<file path="src/rtl/mem_arbiter_pkg.sv">
// rtl/mem_arbiter_pkg.sv - shared types for the icache/dcache main-memory arbiter
package mem_arbiter_pkg;

  typedef enum logic [1:0] {
    BUS_NONE  = 2'h0,
    BUS_LOAD  = 2'h1,
    BUS_STORE = 2'h2
  } BUS_COMMAND;

  typedef enum logic {
    REQ_ICACHE = 1'b0,
    REQ_DCACHE = 1'b1
  } MEM_REQ_ID;

  typedef struct packed {
    logic      vld;
    MEM_REQ_ID owner;
  } TAG_OWNER_ENTRY;

endpackage

</file>
<file path="src/rtl/mem_tag_table.sv">
// rtl/mem_tag_table.sv - memory tag owner table, one set port, one clear port, one lookup
module mem_tag_table
  import mem_arbiter_pkg::*;
#(
  parameter int TAG_W = 4
) (
  input  logic             clock,
  input  logic             reset,
  input  logic             set_en,
  input  logic [TAG_W-1:0] set_tag,
  input  MEM_REQ_ID        set_owner,
  input  logic             clr_en,
  input  logic [TAG_W-1:0] clr_tag,
  input  logic [TAG_W-1:0] lookup_tag,
  output TAG_OWNER_ENTRY   lookup_entry
);

  localparam int N = 1 << TAG_W;

  TAG_OWNER_ENTRY tbl_q [N];
  TAG_OWNER_ENTRY tbl_d [N];

  // Clear before set, so a tag returned and reissued in one cycle ends valid with the new owner.
  always_comb begin
    tbl_d = tbl_q;
    if (clr_en) tbl_d[clr_tag] = '{vld: 1'b0, owner: REQ_ICACHE};
    if (set_en) tbl_d[set_tag] = '{vld: 1'b1, owner: set_owner};
  end

  always_ff @(posedge clock) begin
    if (reset) begin
      for (int i = 0; i < N; i++) tbl_q[i] <= '{vld: 1'b0, owner: REQ_ICACHE};
    end else begin
      tbl_q <= tbl_d;
    end
  end

  assign lookup_entry = tbl_q[lookup_tag];

  always_ff @(posedge clock) begin
    if (!reset) begin
      assert (!(set_en && tbl_q[set_tag].vld && !(clr_en && clr_tag == set_tag)))
        else $warning("memory reissued tag %0d while still outstanding", set_tag);
    end
  end

endmodule

</file>
<file path="src/rtl/mem_arbiter.sv">
// rtl/mem_arbiter.sv - icache/dcache arbiter for the main-memory bus with tag return steering
// MEM_ARB_STATS_EN adds saturating icache_grants, dcache_grants and conflicts counters.
module mem_arbiter
  import mem_arbiter_pkg::*;
#(
  parameter int XLEN       = 32,
  parameter int TAG_W      = 4,
  parameter int STARVE_MAX = 4
) (
  input  logic             clock,
  input  logic             reset,
  input  logic [1:0]       icache2ctlr_command,
  input  logic [XLEN-1:0]  icache2ctlr_addr,
  input  logic [1:0]       dcache2ctlr_command,
  input  logic [XLEN-1:0]  dcache2ctlr_addr,
  input  logic [63:0]      dcache2ctlr_data,
  input  logic [TAG_W-1:0] mem2ctlr_response,
  input  logic [63:0]      mem2ctlr_data,
  input  logic [TAG_W-1:0] mem2ctlr_tag,
  output logic [1:0]       ctlr2mem_command,
  output logic [XLEN-1:0]  ctlr2mem_addr,
  output logic [63:0]      ctlr2mem_data,
  output logic [TAG_W-1:0] Ctlr2icache_response,
  output logic [TAG_W-1:0] Ctlr2proc_response,
  output logic [TAG_W-1:0] Ctlr2icache_tag,
  output logic [TAG_W-1:0] Ctlr2proc_tag,
  output logic [63:0]      Ctlr2icache_data,
  output logic [63:0]      Ctlr2proc_data
`ifdef MEM_ARB_STATS_EN
  ,
  output logic [31:0]      icache_grants,
  output logic [31:0]      dcache_grants,
  output logic [31:0]      conflicts
`endif
);

  localparam int SW = $clog2(STARVE_MAX + 1);

  logic [SW-1:0]  starve_q, starve_d;
  logic           i_act, d_act, grant_i, grant_d, accepted, ret_hit;
  TAG_OWNER_ENTRY lookup_entry;

  always_comb begin
    i_act    = icache2ctlr_command != BUS_NONE;
    d_act    = dcache2ctlr_command != BUS_NONE;
    grant_i  = i_act && (!d_act || starve_q == SW'(STARVE_MAX));
    grant_d  = d_act && !grant_i;
    accepted = (grant_i || grant_d) && (mem2ctlr_response != '0);
    ret_hit  = (mem2ctlr_tag != '0) && lookup_entry.vld;
  end

  // A granted-but-rejected icache keeps its count so it stays ahead on the retry.
  always_comb begin
    starve_d = starve_q;
    if (!i_act)
      starve_d = '0;
    else if (grant_i)
      starve_d = accepted ? '0 : starve_q;
    else if (starve_q != SW'(STARVE_MAX))
      starve_d = starve_q + SW'(1);
  end

  always_ff @(posedge clock) begin
    if (reset) starve_q <= '0;
    else       starve_q <= starve_d;
  end

  mem_tag_table #(.TAG_W(TAG_W)) u_tag_table (
    .clock        (clock),
    .reset        (reset),
    .set_en       (accepted),
    .set_tag      (mem2ctlr_response),
    .set_owner    (grant_i ? REQ_ICACHE : REQ_DCACHE),
    .clr_en       (ret_hit),
    .clr_tag      (mem2ctlr_tag),
    .lookup_tag   (mem2ctlr_tag),
    .lookup_entry (lookup_entry)
  );

  always_comb begin
    ctlr2mem_command     = BUS_NONE;
    ctlr2mem_addr        = '0;
    ctlr2mem_data        = '0;
    Ctlr2icache_response = '0;
    Ctlr2proc_response   = '0;
    Ctlr2icache_tag      = '0;
    Ctlr2proc_tag        = '0;
    Ctlr2icache_data     = '0;
    Ctlr2proc_data       = '0;
    if (!reset) begin
      if (grant_i) begin
        ctlr2mem_command = icache2ctlr_command;
        ctlr2mem_addr    = icache2ctlr_addr;
      end else if (grant_d) begin
        ctlr2mem_command = dcache2ctlr_command;
        ctlr2mem_addr    = dcache2ctlr_addr;
        ctlr2mem_data    = dcache2ctlr_data;
      end
      if (accepted) begin
        if (grant_i) Ctlr2icache_response = mem2ctlr_response;
        else         Ctlr2proc_response   = mem2ctlr_response;
      end
      if (ret_hit) begin
        if (lookup_entry.owner == REQ_ICACHE) Ctlr2icache_tag = mem2ctlr_tag;
        else                                  Ctlr2proc_tag   = mem2ctlr_tag;
      end
      Ctlr2icache_data = mem2ctlr_data;
      Ctlr2proc_data   = mem2ctlr_data;
    end
  end

  always_ff @(posedge clock) begin
    if (!reset) begin
      assert (!(mem2ctlr_tag != '0 && !lookup_entry.vld))
        else $warning("return tag %0d has no owner, dropped", mem2ctlr_tag);
    end
  end

`ifdef MEM_ARB_STATS_EN
  logic [31:0] icache_grants_q, icache_grants_d;
  logic [31:0] dcache_grants_q, dcache_grants_d;
  logic [31:0] conflicts_q, conflicts_d;

  always_comb begin
    icache_grants_d = icache_grants_q;
    dcache_grants_d = dcache_grants_q;
    conflicts_d     = conflicts_q;
    if (accepted && grant_i && icache_grants_q != '1) icache_grants_d = icache_grants_q + 32'd1;
    if (accepted && grant_d && dcache_grants_q != '1) dcache_grants_d = dcache_grants_q + 32'd1;
    if (i_act && d_act && conflicts_q != '1)          conflicts_d     = conflicts_q + 32'd1;
  end

  always_ff @(posedge clock) begin
    if (reset) begin
      icache_grants_q <= '0;
      dcache_grants_q <= '0;
      conflicts_q     <= '0;
    end else begin
      icache_grants_q <= icache_grants_d;
      dcache_grants_q <= dcache_grants_d;
      conflicts_q     <= conflicts_d;
    end
  end

  assign icache_grants = reset ? '0 : icache_grants_q;
  assign dcache_grants = reset ? '0 : dcache_grants_q;
  assign conflicts     = reset ? '0 : conflicts_q;
`endif

endmodule

</file>
<file path="config.mk">
export PLATFORM = sky130hd
export DESIGN_NAME = mem_arbiter
export DESIGN_NICKNAME = d
export VERILOG_FILES = /design/src/rtl/mem_arbiter_pkg.sv /design/src/rtl/mem_tag_table.sv /design/src/rtl/mem_arbiter.sv
export SDC_FILE = /design/constraint.sdc
export NUM_CORES = 1
export LEC_CHECK = 0
export CAP_MARGIN = 20
export CORE_AREA = 5 5 173 175
export CTS_CLUSTER_DIAMETER = 30
export DETAILED_ROUTE_END_ITERATION = 12
export DIE_AREA = 0 0 178 180
export MAX_ROUTING_LAYER = met4
export PLACE_DENSITY = 0.57
export SYNTH_ARGS = -nofsm -noshare
export SYNTH_HDL_FRONTEND = slang
export SYNTH_SLANG_ARGS = --single-unit
</file>
<file path="constraint.sdc">
create_clock -name clock -period 2.05 [get_ports clock]
set_input_delay 0.3075 -clock clock [delete_from_list [all_inputs] [get_ports clock]]
set_output_delay 0.3075 -clock clock [all_outputs]
set_load 0.005 [all_outputs]
</file>
# Word level (Yosys, flattened, before mapping)

Cells that the tools add are included.
W data, S select, Z words.

Register bits after elaboration: 35
Output and inout bits: 242
Input bits: 206

Equality and inequality tests: 3
Bitwise logic cells: 5
Add/subtract/negate cells: 1
Reduce and logical (&&, ||, !) cells: 17
$lt $le $gt $ge: 4
Muxes and demuxes: 36

Operator list:

| kind                  | number |
|---|---|
| $mux W64              | 4 |
| $mux W32              | 5 |
| $mux W4               | 12 |
| $and A32 B32 Y32      | 1 |
| $bwmux W32            | 1 |
| $not A32 Y32          | 1 |
| $demux W2 S4          | 2 |
| $mux W2               | 7 |
| $ge A5 B5 Y1 const B  | 2 |
| $lt A5 B1 Y1 const B  | 2 |
| $not A4 Y5            | 2 |
| $mux W3               | 3 |
| $bmux W2 S4           | 1 |
| $reduce_bool A4 Y1    | 2 |
| $logic_and A1 B1 Y1   | 6 |
| $reduce_bool A2 Y1    | 3 |
| $add A3 B1 Y3 const B | 1 |
| $eq A3 B3 Y1 const B  | 1 |
| $ne A3 B3 Y1 const B  | 1 |
| $logic_not A1 Y1      | 2 |
| $logic_or A1 B1 Y1    | 2 |
| $ne A2 B1 Y1 const B  | 1 |
| $reduce_and A2 Y1     | 1 |
| $reduce_or A2 Y1      | 1 |
| 2 further kinds       | 2 |

# Logic depth before layout (Yosys ltp)

Gate-level depths: netlist of run 1.

Depth after elaboration: 10
Depth in mapped cells: 8
Depth with buffers taken out: 6

# Modules after synthesis

From an unflattened synthesis of run 1, not the netlist that was laid out.

Cell total of the unflattened synthesis: 567
Area, all modules: 4070.2 sq um

By module, submodules not included:

| module        | area an instance (sq um) | instances | cells each |
|---|---|---|---|
| mem_arbiter   | 2382.3                   | 1         | 378 |
| mem_tag_table | 1687.9                   | 1         | 189 |

# Least setup slack after synthesis of run 1

No wires, ideal clock.

Path kind: in2out
Start: in mem2ctlr_tag[0]
End: out Ctlr2icache_tag[0]
Stages on the path: 5
Data required time: 1.742 ns
Buffers on the path: 1
Data arrival time: 1.452 ns
Setup slack: 0.291 ns
Path through: buf_6 -> mux4_1 -> nand3b_1 -> nand4_2 -> nor3b_1

Longest elaborated chain between the ends: 7
Elaborated cells between the ends (all ways): 9
Those cells by class: 6 x mux; 1 x bitwise; 2 x reduce/logical

RTL lines:

| element                                               | RTL line                              | text |
|---|---|---|
| start: declaration                                    | mem_arbiter.sv:19                     | `input logic [TAG_W-1:0] mem2ctlr_tag,` |
| $not A4 Y5 (implied by the code)                      | mem_tag_table.sv:38                   | `assign lookup_entry = tbl_q[lookup_tag];` |
| $bmux W2 S4                                           | mem_tag_table.sv:38                   |  |
| $mux W2 (implied by the code) (2 in a row)            | mem_tag_table.sv:38                   |  |
| $mux W4 / $logic_and A1 B1 Y1 (equally long branches) | mem_arbiter.sv:104, mem_arbiter.sv:49 |  |
| $mux W4 (*)                                           | mem_arbiter.sv:103                    | `if (ret_hit) begin` |
| $mux W4 (*)                                           | mem_arbiter.sv:90                     | `if (!reset) begin` |
| end: declaration                                      | mem_arbiter.sv:25                     | `output logic [TAG_W-1:0] Ctlr2icache_tag,` |

Every way passes the cells marked *; elsewhere a longest branch is shown, timed or not. The select of a mux whose other input is x is not followed.

# Final worst setup path of run 1

Start: reg starve_q[1]
End: out ctlr2mem_addr[9]

Longest elaborated chain between the ends: 8

RTL lines:

| element                  | RTL line          | text |
|---|---|---|
| start: declaration       | mem_arbiter.sv:39 | `logic [SW-1:0] starve_q, starve_d;` |
| start signal: assignment | mem_arbiter.sv:65 | `else starve_q <= starve_d;` |
| $eq A3 B3 Y1 (*)         | mem_arbiter.sv:46 | `grant_i = i_act && (!d_act \|\| starve_q == SW'(STARVE_MAX));` |
| $logic_or A1 B1 Y1 (*)   | mem_arbiter.sv:46 |  |
| $logic_and A1 B1 Y1 (*)  | mem_arbiter.sv:46 |  |
| $logic_not A1 Y1         | mem_arbiter.sv:47 | `grant_d = d_act && !grant_i;` |
| $logic_and A1 B1 Y1      | mem_arbiter.sv:47 |  |
| $mux W32                 | mem_arbiter.sv:94 | `end else if (grant_d) begin` |
| $mux W32 (*)             | mem_arbiter.sv:91 | `if (grant_i) begin` |
| $mux W32 (*)             | mem_arbiter.sv:90 |  |
| end: declaration         | mem_arbiter.sv:21 | `output logic [XLEN-1:0] ctlr2mem_addr,` |

Every way passes the cells marked *; elsewhere a longest branch is shown, timed or not.

==> flow_summary.toml, run 1 <==
[sta]
fin_skew_ns = 0.00620
max_freq_mhz = 453
worstMarginPinSlew_ns = 0.408
drv_slew = 0
setup_viol = 89
relSlewSlack_pct = 72.6
fin_ws_ns = -0.160
rsz0062_at_grt = "yes"
min_period_ns = 2.21
hold_violations = 0
finalSetupTns_ns = -6.86
finalCritPeriodShare_pct = 108

[worst_setup_path]
path_max_fanout = 9
crit_path_frequent_cell = "buf_12"
crit_required_ns = 1.74
cp_cell_sequence = "inv_2 > ha_4 > nand2_4 > a21oi_4 > nor3_4 > buf_12 > buf_12 > buf_12 > a22o_1 > buf_2"
critical-path-slowest-cell = "dfxtp_2"
slowest_delay_ns = 0.32
critical_path.top_delay_family = "buffers and inverters"
worstPathArrival_ns = 1.90
worst-path-buf-inv = 5
end_kind = "primary output"
critPathKind = "flip-flop to primary output"
crit_path_start_kind = "flip-flop"

[synth]
syn_nets = 713
netlist_area_um2 = 3840
ys_seq_area_share_pct = 17.7
ys_types = 51
yosys_warnings = 0
synth_enable_flop_cells = 0
synth-seq-cells = 34
synthFlopType = "dfxtp_1"
async_reset_ff_share_pct = 0
syn_avg_cell_area_um2 = 7.60
syn_inst = 505

[drt]
vias = 5284
drc = 0
first_pass_iters = 4
antenna_left = 0
drt_wl_total_um = 24800
wl_per_cell_um = 18.3
first_iter_violations = 166
vias_per_cell = 3.89

[job]
maxCapViolCount = 0

[floorplan]
pin_count = 448
fp.dieW_um = 178
die_y_um = 180
initial_core_util_pct = 13.6
die-area_um2 = 32000
num_rows = 62
fp.coreArea_um2 = 28300

[placement]
place_area_um2 = 8720
dp_hpwl_um = 20300
portBuffers = 447
place_congestion = 0.872

[clocking]
clk_latency_ns = 0.28
root_buffer = "clkbuf_16"
cts_buffers = 5
clock_sinks = 34
cts_hold_buf = 0
path_clk_slew_ns = 0.06
clk_path_buf_depth = 2
cts_tree = "done"
cts_max_level = 2

[cells_and_area]
fin_area_um2 = 9280
finish.utilization_pct = 32.8
drive_above_1_share_pct = 32.7
area_growth_syn_to_layout_pct = 142
fin_nets = 1179

[global_routing]
grt_pass1_vias = 5648
antenna_found_initial = 2
grt_pass1_wl_um = 35400
grt_max_degree = 47
overflow = 0
grt_usage_pct = 14.8

[pwr]
p_per_area_nw_per_um2 = 341
total_leakage_power_nw = 3.86
ir_drop_mv = 0.247

[worst_hold_path]
hold_class = "flip-flop to flip-flop"

[status]
status = "complete, but fails checks"
violations = "negative setup slack"
[state kept, by name, indices dropped and copies added, names as in the netlist]
signal / count
starve_q: 3
u_tag_table.tbl_q: 31
[metal layers]
metal / GRT usage (%) / part of all wire (%) / vias up
li1: - / - / 2592
met1: 18.1 / 42 / 2425
met2: 25.9 / 50 / 248
met3: 2.67 / 6.2 / 19
met4: 2.48 / 1.4 / 0
met5: - / 0 / -
[stage by stage]
stage / hold slack (ns) / worst slack (ns) / std cells / power (W)
after global routing: 0.491 / -0.239 / 1358 / 0.00334
final: 0.465 / -0.160 / 1358 / 0.00316
after detailed placement: 0.455 / -0.826 / 1304 / 0.00230
after global placement: 0.451 / -0.786 / 1304 / 0.00230
after CTS: 0.464 / -0.196 / 1342 / 0.00313
after floorplan: 0.433 / 0.291 / 505 / 0.00123
[synthesized netlist by cell type (2+ instances only)]
master	count	area, um2
mux2_2	3	33.8
a22o_1	30	263
nand2_1	21	78.8
nand3_1	16	80.1
clkbuf_1	19	71.3
a41oi_1	2	17.5
nand3b_1	4	30.0
buf_4	67	503
nand4_1	2	12.5
nor2b_1	70	438
nand2b_1	10	62.6
o31a_1	11	96.3
mux2i_1	14	140
a21boi_0	3	22.5
mux4_1	2	52.6
ha_1	2	25.0
and2_1	72	450
nor2_1	24	90.1
buf_6	3	33.8
a21oi_1	19	95.1
buf_2	8	40.0
nor3_1	6	30.0
o21ai_0	13	65.1
mux4_2	4	90.1
dfxtp_1	34	681
inv_1	15	56.3
nor3b_1	5	37.5
or4_1	2	15.0
and4_1	2	17.5
[placed cells by master, fill, tap and decap left out, types with 5 or more instances in the layout]
cell type,netlist,layout
a21oi_1,19,17
inv_1,15,13
nand3_1,16,14
o31a_1,11,11
dfxtp_2,0,5
and2_1,72,41
nand2_1,21,19
a22o_1,30,30
buf_12,0,11
nand2b_1,10,8
o21ai_0,13,13
dfxtp_1,34,29
nor2_1,24,23
clkbuf_16,0,8
buf_2,8,83
buf_6,3,47
mux2i_1,14,14
buf_4,67,76
mux4_2,4,6
nor2b_2,0,5
and2_4,0,31
clkdlybuf4s50_1,0,324
nor2b_1,70,65
[cells by family after synthesis]
kind of cell,share of synthesized area [%]
flip-flops,17.7
AND/OR/NAND/NOR,37.6
multiplexers,8.25
adder cells (fa/ha/maj),0.652
AO/OA/AOI/OAI,17.2
buffers and inverters,18.6
[where the power goes]
group / switching [W] / internal, W / total [W]
registers: 0.0000167 / 0.000686 / 0.000702
clock network: 0.000275 / 0.000481 / 0.000756
logic: 0.000603 / 0.00110 / 0.00170
[layout make-up]
class                   instances  area, um2
inverters                      15       56.3
fillers                      2951      19000
well taps                     384        480
clock buffers                   7        143
flip-flops and latches         34        687
repair buffers                558       5220
clock inverters                 1       5.00
multi-input cells             357       2680
diodes                          2       5.00
[what timing repair did]
action / 4_1_cts / 5_1_grt
pin swaps: 31 / 18
gates resized for setup: 552 / 70
setup endpoints to repair: 122 / 139
cloned: 4 / 3
setup buffers: 28 / 16
[path summary, 6_finish.rpt]
kind	startpoint	end	slack [ns]	cells past startpoint
setup / recovery	starve_q[1]$_SDFFE_PP0P_	ctlr2mem_addr[9]	-0.16	10
hold / removal	u_tag_table.tbl_q[30]$_SDFF_PP0_	u_tag_table.tbl_q[30]$_SDFF_PP0_	0.47	1
setup reg to reg	starve_q[1]$_SDFFE_PP0P_	starve_q[0]$_SDFFE_PP0P_	0.35	9
hold reg to reg	u_tag_table.tbl_q[30]$_SDFF_PP0_	u_tag_table.tbl_q[30]$_SDFF_PP0_	0.47	1
(Power assumes the default switching activity.)
==> inputs of run 2 (changes only) <==
--- a/config.mk
+++ b/config.mk
@@ -10,6 +10,7 @@
 export CTS_CLUSTER_DIAMETER = 30
 export DETAILED_ROUTE_END_ITERATION = 12
 export DIE_AREA = 0 0 178 180
+export GPL_TIMING_DRIVEN = 0
 export MAX_ROUTING_LAYER = met4
 export PLACE_DENSITY = 0.57
 export SYNTH_ARGS = -nofsm -noshare
==> run 2 against run 1 <==
Against the previous run: the flow still finishes with violations (negative setup slack); die area unchanged; wire length up 4.7%; sequential power barely moved; total power increased by 11%; sequential share of layout area down 0.61 points; fmax down 2.7%; register-to-register slack barely moved; clock power rose by 17%; non-clock buffer count increased by 40.
==> flow_summary.toml, run 2 (synthesized netlist as in run 1, its figures left out) <==
[status]
status = "complete, but fails checks"
violations = "negative setup slack"

[drt]
drc = 0
antenna_left = 0
first_pass_iters = 4
wl_per_cell_um = 18.6
vias = 5527
vias_per_cell = 3.96
first_iter_violations = 173
drt_wl_total_um = 26000

[worst_setup_path]
ff2ff_path_depth = 10
end_kind = "primary output"
worst-path-buf-inv = 3
crit_required_ns = 1.74
critPathKind = "flip-flop to primary output"
worstPathArrival_ns = 1.96
critical-path-slowest-cell = "mux4_2"
critical_path.top_delay_family = "multiplexers"
slowest_delay_ns = 0.49
r2r-end = "u_tag_table.tbl_q[0]$_SDFF_PP0_"
r2r_setup_slack_ns = 0.34
path_max_fanout = 3
cp_cell_sequence = "mux4_2 > nand3b_1 > nand4_2 > buf_6 > buf_4 > nor3_2 > buf_2"
r2r-start = "starve_q[0]$_SDFFE_PP0P_"
crit_path_start_kind = "flip-flop"

[worst_hold_path]
hp-start = "u_tag_table.tbl_q[20]$_SDFF_PP0_"
hold_class = "flip-flop to flip-flop"
min_path_cells = 2
min_to = "u_tag_table.tbl_q[20]$_SDFF_PP0_"

[cells_and_area]
final.fill_count = 2895
fin_nets = 1219
final_common_cell = "clkdlybuf4s50_1"
final_cell_mix = "clkdlybuf4s50_1 (324), buf_6 (95), buf_4 (90)"
reg_top3 = "u_tag_table.tbl_q: 31 flops, starve_q: 3 flops"
drive_above_1_share_pct = 42.7
fin_area_um2 = 10100
largest-register = "u_tag_table.tbl_q"
largest_reg_flops = 31
area_growth_syn_to_layout_pct = 164

[sta]
fin_ws_ns = -0.220
drv_slew = 0
rsz0062_at_grt = "yes"
relSlewSlack_pct = 62.7
worstMarginPinSlew_ns = 0.553
max_freq_mhz = 441
fin_hold_ws_ns = 0.457
hold_violations = 0
min_period_ns = 2.27
setup_viol = 106
fin_skew_ns = 0.00318
finalSetupTns_ns = -9.52
finalCritPeriodShare_pct = 111

[clocking]
path_clk_slew_ns = 0.06
root_buffer = "clkbuf_16"
cts_buffers = 5
cts_tree = "done"
clk_latency_ns = 0.28
clk_path_buf_depth = 2
cts_max_level = 2
clock_sinks = 34

[global_routing]
grt_pass1_vias = 5521
antenna_found_initial = 1
grt_usage_pct = 15.0
grt_max_degree = 13
met1_usage_pct = 18.9
grt_busiest_layer = "met2"
overflow = 0
grt_use_met3_pct = 2.54
grt_pass1_wl_um = 35800
met2_usage_pct = 26.0

[floorplan]
fp.coreArea_um2 = 28300
fp.dieW_um = 178
pin_count = 448
die-area_um2 = 32000
initial_core_util_pct = 13.6
die_y_um = 180
num_rows = 62

[placement]
portBuffers = 445
dp_hpwl_um = 21300
place_congestion = 0.877
pre_cts_ws_ns = -1.29
place_area_um2 = 8770

[pwr]
total_power_w = 0.00352
ir_drop_mv = 0.268
p_per_area_nw_per_um2 = 347
total_leakage_power_nw = 4.29

[job]
maxCapViolCount = 0
[run 2: changes by cell type in the layout (fill, tap and decap cells not counted), sizes merged]
cell | previous run | this run
buf | 221 | 241
bufinv | 0 | 1
clkbuf | 13 | 35
clkdlybuf4s15 | 4 | 2
clkinv | 1 | 0
clkinvlp | 0 | 2
diode | 2 | 1
dlygate4sd2 | 3 | 1
[run 2: final cells by class]
type / count / area [um2] / share of cell area, %
buffer: 98 / 853 / 8.41
clock buffer: 5 / 125 / 1.23
clock inverter: 3 / 45.0 / 0.444
multi-input combinational: 357 / 2980 / 29.4
timing repair buffer: 500 / 4910 / 48.4
sequential: 34 / 689 / 6.80
antenna: 1 / 2.50 / 0.0247
tap: 384 / 480 / 4.74
inverter: 15 / 56.3 / 0.555
[run 2: how the worst max path moves through the flow]
stage                                         start  slack (ns)                     to  cells after the start
global placement             dcache2ctlr_command[1]       -1.30       ctlr2mem_data[7]                      7
detailed placement           dcache2ctlr_command[0]       -1.29      ctlr2mem_addr[20]                      7
floorplan                           mem2ctlr_tag[0]        0.29     Ctlr2icache_tag[0]                      5
finish              u_tag_table.tbl_q[8]$_SDFF_PP0_       -0.22     Ctlr2icache_tag[1]                      7
CTS                        starve_q[1]$_SDFFE_PP0P_       -0.29  Ctlr2proc_response[1]                     12
global route        u_tag_table.tbl_q[8]$_SDFF_PP0_       -0.29     Ctlr2icache_tag[1]                      7
[run 2: what timing repair did]
action                                  in CTS  in global routing
endpoints found under the setup margin     252                190
gates resized for setup                    497                311
hold endpoints to repair                     0                  0
buffers inserted                            21                 24
gates cloned                                 6                  8
hold buffers                                 0                  0
pin swaps                                   30                 69
[run 2: power by group]
part           switching, W  total, W  internal (W)
registers         0.0000150  0.000700      0.000685
clock network      0.000308  0.000881      0.000573
logic              0.000676   0.00194       0.00126
[run 2: worst min-delay path: cells and delay by family, from the launching register on]
family,cells,cell delay [ns]
flops,1,0.30
mux,1,0.05
simple gates,1,0.05
[run 2: metrics by stage]
stage	util [%]	cells
after floorplan	-	505
after global placement	31.0	1334
after detailed placement	31.0	1334
after CTS	32.9	1368
after global routing	35.8	1397
final	35.8	1397
[run 2: routing by layer]
metal / share of wire, % / up-vias
met5: 0 / -
met4: 0.50 / 0
met3: 6.0 / 8
met2: 50 / 246
met1: 43 / 2601
li1: - / 2672
==> inputs of run 3 (changes only) <==
--- a/config.mk
+++ b/config.mk
@@ -13,6 +13,7 @@
 export GPL_TIMING_DRIVEN = 0
 export MAX_ROUTING_LAYER = met4
 export PLACE_DENSITY = 0.57
+export SLEW_MARGIN = 20
 export SYNTH_ARGS = -nofsm -noshare
 export SYNTH_HDL_FRONTEND = slang
 export SYNTH_SLANG_ARGS = --single-unit
==> results of run 3 <==
No change in the layout: final DEF, timing and power equal those of run 2.
